## config.mk

```make
export PLATFORM = sky130hd
export DESIGN_NAME = parity_frame_ctrl
export DESIGN_NICKNAME = d
export VERILOG_FILES = /design/src/rtl/parity_frame_ctrl.sv
export SDC_FILE = /design/constraint.sdc
export NUM_CORES = 1
export LEC_CHECK = 0
export CORE_ASPECT_RATIO = 0.9
export CORE_MARGIN = 1
export CORE_UTILIZATION = 45
export CTS_BUF_LIST = sky130_fd_sc_hd__clkbuf_16
export DETAILED_ROUTE_END_ITERATION = 8
export PLACE_DENSITY = 0.72
export SLEW_MARGIN = 0
export SYNTH_ARGS = -nofsm -noshare
export SYNTH_HDL_FRONTEND = slang
export SYNTH_SLANG_ARGS = --single-unit
```

## constraint.sdc

```tcl
create_clock -name clk_2 -period 3.9 [get_ports clk_2]
set_clock_uncertainty 0.1 [all_clocks]
set_input_delay 0.585 -clock clk_2 [delete_from_list [all_inputs] [get_ports clk_2]]
set_output_delay 0.585 -clock clk_2 [all_outputs]
set_load 0.02 [all_outputs]
```

## src/rtl/parity_frame_ctrl.sv

```systemverilog
// parity_frame_ctrl: serial frame receiver with parity check.
// Receives NDATA data bits LSB-first, then one parity bit. It reports the
// captured data, the parity result and frame/error counts.
// Optional feature macro: PARITY_ERR_COUNTER_EN enables the error counter.
// Without it, err_cnt is tied to zero and no counter register exists.
//
// state  | meaning
// -------+-----------------------------------------------------------
// IDLE   | waiting for start; start is only sampled here
// DATA   | shifting in NDATA data bits and accumulating their XOR
// PARITY | sampling the parity bit and latching the frame result
// DONE   | one-cycle done pulse, then back to IDLE
module parity_frame_ctrl #(
   parameter int NDATA      = 8,
   parameter int ODD_PARITY = 1
) (
   input  logic             clk_2,
   input  logic             reset,
   input  logic             start,
   input  logic             in_bit,
   output logic             busy,
   output logic             done,
   output logic             parity_ok,
   output logic [NDATA-1:0] data_out,
   output logic [7:0]       frame_cnt,
   output logic [7:0]       err_cnt,
   output logic [1:0]       state_dbg
);

   localparam int IW = (NDATA > 1) ? $clog2(NDATA) : 1;
   localparam logic [IW-1:0] LAST_IDX = IW'(NDATA - 1);
   localparam logic ODD_L = (ODD_PARITY != 0);

   localparam logic [1:0] S_IDLE   = 2'd0;
   localparam logic [1:0] S_DATA   = 2'd1;
   localparam logic [1:0] S_PARITY = 2'd2;
   localparam logic [1:0] S_DONE   = 2'd3;

   logic [1:0]       r_state;
   logic [IW-1:0]    r_idx;
   logic             r_acc;
   logic [NDATA-1:0] r_shift;
   logic             r_done;
   logic             r_ok;
   logic [NDATA-1:0] r_data;
   logic [7:0]       r_frame_cnt;
   logic             w_frame_ok;
   logic             w_frame_end;

   // in_bit is the parity bit while in PARITY
   assign w_frame_ok  = ((r_acc ^ in_bit) == ODD_L);
   assign w_frame_end = (r_state == S_PARITY);

   // FSM sequencing, bit index, data capture and parity accumulator
   always_ff @(posedge clk_2) begin
      if (reset) begin
         r_state <= S_IDLE;
         r_idx   <= '0;
         r_acc   <= 1'b0;
         r_shift <= '0;
      end else begin
         case (r_state)
            S_IDLE: begin
               if (start) begin
                  r_state <= S_DATA;
                  r_idx   <= '0;
                  r_acc   <= 1'b0;
               end
            end
            S_DATA: begin
               r_shift[r_idx] <= in_bit;
               r_acc          <= r_acc ^ in_bit;
               if (r_idx == LAST_IDX) begin
                  r_idx   <= '0;
                  r_state <= S_PARITY;
               end else begin
                  r_idx <= r_idx + 1'b1;
               end
            end
            S_PARITY: r_state <= S_DONE;
            S_DONE:   r_state <= S_IDLE;
            default:  r_state <= S_IDLE;
         endcase
      end
   end

   // Frame results latch on entry to DONE and hold until the next frame ends
   always_ff @(posedge clk_2) begin
      if (reset) begin
         r_done <= 1'b0;
         r_ok   <= 1'b0;
         r_data <= '0;
      end else begin
         r_done <= w_frame_end;
         if (w_frame_end) begin
            r_ok   <= w_frame_ok;
            r_data <= r_shift;
         end
      end
   end

   // Saturating count of completed frames
   always_ff @(posedge clk_2) begin
      if (reset) begin
         r_frame_cnt <= 8'd0;
      end else if (w_frame_end && (r_frame_cnt != 8'hFF)) begin
         r_frame_cnt <= r_frame_cnt + 8'd1;
      end
   end

`ifdef PARITY_ERR_COUNTER_EN
   logic [7:0] r_err_cnt;

   // Saturating count of frames that failed the parity check
   always_ff @(posedge clk_2) begin
      if (reset) begin
         r_err_cnt <= 8'd0;
      end else if (w_frame_end && !w_frame_ok && (r_err_cnt != 8'hFF)) begin
         r_err_cnt <= r_err_cnt + 8'd1;
      end
   end

   assign err_cnt = r_err_cnt;
`else
   assign err_cnt = 8'd0;
`endif

   assign busy      = (r_state != S_IDLE);
   assign state_dbg = r_state;
   assign done      = r_done;
   assign parity_ok = r_ok;
   assign data_out  = r_data;
   assign frame_cnt = r_frame_cnt;

endmodule

```

==> impl_metrics.py <==
metrics = {
    "cts": {
        "cts_buffers": 5,
        "clock_path_buffers": 2,
        "cts_setup_buffers": 0,
        "htree_num_levels": 2,
        "cts_tree": "built",
        "cts_resized": 0,
        "ctsHoldBuffers": 0,
        "clock-sinks": 32,
        "clock_latency_ns": 0.27,
        "clk_pin_slew_ns": 0.05,
        "cts_root_buf": "clkbuf_16",
    },
    "routing": {
        "wl_per_cell_um": 12.0,
        "viasPerCell": 5.07,
        "vias": 1145,
        "firstDrtPassIters": 4,
        "drtIter0Drc": 50,
        "antenna_left": 0,
        "drc": 0,
        "wirelength_um": 2720,
    },
    "worst_setup_path": {
        "critical_path_arrival_ns": 1.64,
        "cpPeakStageDelay_ns": 0.59,
        "crit_chain": "inv_1 -> ha_1 -> inv_1 -> clkdlybuf4s50_1",
        "slowest_stage": "clkdlybuf4s50_1",
        "r2r_start": "state_dbg[0]$_SDFFE_PP0P_",
        "critPathLaunchType": "register",
        "cp_max_fo": 5,
        "cpMostUsedCell": "inv_1",
        "path_delay_family": "buffers and inverters",
        "worstPathRequired_ns": 3.21,
        "startpoint": "state_dbg[0]$_SDFFE_PP0P_",
        "setup.worst_path.class": "register to output pin",
        "critPathCaptureType": "output pin",
        "cp.buffers_inverters": 3,
    },
    "grt": {
        "grt_antenna_before_repair": 0,
        "grt_max_degree": 33,
        "grt_overflow": 0,
        "grt_usage": 0.176,
        "first_global_vias": 1044,
        "grt_pass1_wl_um": 4800,
    },
    "synth": {
        "synth.distinct_cells": 34,
        "syn-instance-count": 163,
        "ys_seq_elements": 32,
        "mappedNetlistArea_um2": 1510,
        "seq_area_frac_synth": 0.425,
        "synth_top_area_share": 0.425,
        "syn_area_per_cell_um2": 9.26,
        "synthTopCellsByArea": "dfxtp_1 42%, mux2i_1 12%, nor2_1 8.0%",
        "yosys_warnings": 0,
        "yosysTopAreaCell": "dfxtp_1",
    },
    "worst_hold_path": {
        "hold_path_class": "register to register",
        "hp-start": "parity_ok$_SDFFE_PP0P_",
    },
    "placement": {
        "placedCellCount": 219,
        "placed_area_um2": 1720,
        "portBuffers": 24,
        "pre_cts_slack_ns": 1.57,
        "dp_hpwl_um": 1830,
        "gp_congestion": 0.780,
    },
    "timing": {
        "worstMarginPinSlew_ns": 1.15,
        "setup_viol": 0,
        "layout_min_cycle_time_ns": 2.32,
        "final_max_slew_viol_count": 0,
        "period_share": 0.595,
        "rsz0062_at_grt": "no",
        "setup_tns_ns": 0,
        "hold_violations": 0,
        "whs_ns": 0.382,
        "fmax_mhz": 431,
        "relSlewSlack": 0.230,
        "final.setup.worst_slack_ns": 1.58,
    },
    "run": {
        "drv_cap": 0,
    },
    "power_and_ir_drop": {
        "cellInternalPower_mw": 0.723,
        "power_frac_comb": 0.306,
        "p_clk_frac": 0.329,
        "power_density_nw_per_um2": 572,
        "switching_power_mw": 0.338,
        "seq_power_share": 0.365,
        "finalPower_mw": 1.06,
        "ir_worst_vdd_v": 0.000318,
        "p_leak_nw": 0.710,
        "p_sw_frac": 0.318,
    },
    "final_layout": {
        "fillCellCount": 291,
        "fin_cells": 226,
        "stdcell_area_um2": 1860,
        "final_util": 0.596,
        "n_antenna_cell": 0,
        "drive_above_1_share": 0.0815,
        "nets": 194,
        "syn_to_final_growth_pct": 23.0,
    },
    "floorplan": {
        "rows": 19,
        "core_um2": 3110,
        "die_w_um": 63.0,
        "io_pins": 33,
        "die_h_um": 56.9,
        "start_util": 0.485,
        "dieArea_um2": 3590,
    },
    "status": {
        "status": "finished, final reports clean",
    },
}
synth_stat cells:
| cell | number |
|---|---|
| dfxtp_1 | 32 |
| a211oi_1 | 2 |
| or2_0 | 1 |
| inv_1 | 3 |
| nor3b_2 | 2 |
| nor3b_1 | 1 |
| nand2_1 | 8 |
| nand4_1 | 2 |
| nor2_1 | 32 |
| xnor2_1 | 1 |
| o2111a_1 | 1 |
| nand2b_1 | 1 |
| buf_4 | 10 |
| conb_1 | 1 |
| o21bai_1 | 1 |
| nor2b_1 | 4 |
| and4_2 | 1 |
| nor3_1 | 5 |
| a31oi_1 | 1 |
| nand4b_1 | 2 |
| o21ai_2 | 1 |
| mux2i_1 | 18 |
| a21oi_1 | 4 |
| nand4_2 | 2 |
| nor3_2 | 2 |
| o21ai_1 | 1 |
| ha_1 | 6 |
| nand3_1 | 2 |
| buf_2 | 4 |
| xor2_1 | 1 |
| a32oi_1 | 3 |
| o21ai_0 | 4 |
| clkbuf_1 | 3 |
| nand2b_4 | 1 |
layout by cell type, fill, tap and decap left out:
| master | n |
|---|---|
| and4_2 | 1 |
| nand3_1 | 2 |
| mux2i_1 | 18 |
| clkbuf_16 | 5 |
| o2111a_1 | 1 |
| conb_1 | 8 |
| a211oi_1 | 2 |
| clkinv_2 | 1 |
| nand2_1 | 8 |
| clkdlybuf4s50_1 | 24 |
| xor2_1 | 1 |
| nand2b_1 | 1 |
| nand2b_4 | 1 |
| nor2_1 | 32 |
| nand4_1 | 2 |
| nor3_2 | 2 |
| dfxtp_1 | 32 |
| ha_1 | 6 |
| nor3b_2 | 2 |
| nand4b_1 | 2 |
| or2_0 | 1 |
| xnor2_1 | 1 |
| o21ai_2 | 1 |
| o21ai_1 | 1 |
| inv_1 | 4 |
| nor3b_1 | 1 |
| a21oi_1 | 4 |
| nor3_1 | 5 |
| o21bai_1 | 1 |
| a31oi_1 | 1 |
| nand4_2 | 2 |
| o21ai_0 | 4 |
| nor2b_1 | 4 |
| a32oi_1 | 3 |
cells by family after synthesis:
kind of cell | synth area share
AO/OA/AOI/OAI | 0.0796
XOR/XNOR | 0.0116
AND/OR/NAND/NOR | 0.235
adder cells (fa/ha/maj) | 0.0497
buffers and inverters | 0.0779
multiplexers | 0.119
flip-flops | 0.425
other | 0.00249
metal layers:
metal / track usage / up-vias / share of wire
met3: 0.0740 / 2 / 0.053
met4: 0.0698 / 0 / 0.0063
met1: 0.227 / 527 / 0.50
met2: 0.261 / 33 / 0.44
li1: - / 583 / -
met5: 0 / - / 0
power groups by stage:
stage	clock network [mW]	registers, mW	logic, mW
after floorplan	0	0.413	0.221
after global placement	0	0.392	0.314
after detailed placement	0	0.394	0.324
after CTS	0.361	0.388	0.325
after global routing	0.381	0.392	0.364
final	0.349	0.387	0.324
worst min-delay path, delay by kind of cell, from the launching register on:
family / cells / cell delay, ns
simple gates: 1 / 0.08
compound gates: 1 / 0.05
flops: 1 / 0.30
final timing paths:
kind	endpoint	slack (ns)	depth (start not counted)
hold reg to reg	parity_ok$_SDFFE_PP0P_	0.38	2
setup reg to reg	frame_cnt[7]$_SDFFE_PP0P_	1.67	6
hold / removal	parity_ok$_SDFFE_PP0P_	0.38	2
setup / recovery	busy	1.58	4
flip-flops by register name, summed over array words and instances, names as in the netlist:
| register | flops |
|---|---|
| data_out | 8 |
| frame_cnt | 8 |
| r_shift | 8 |
| r_idx | 3 |
| state_dbg | 2 |
| done | 1 |
| parity_ok | 1 |
| r_acc | 1 |
final cells by class:
class                           instances  area [um2]  share of cell area
Clock buffer                            5         125              0.0674
Clock inverter                          2        8.76             0.00472
Inverter                                3        11.3             0.00607
Multi-Input combinational cell        118         777               0.419
Sequential cell                        32         641               0.345
Tap cell                               42        52.6              0.0283
Timing Repair Buffer                   24         240               0.129
(Power assumes the default switching activity.)
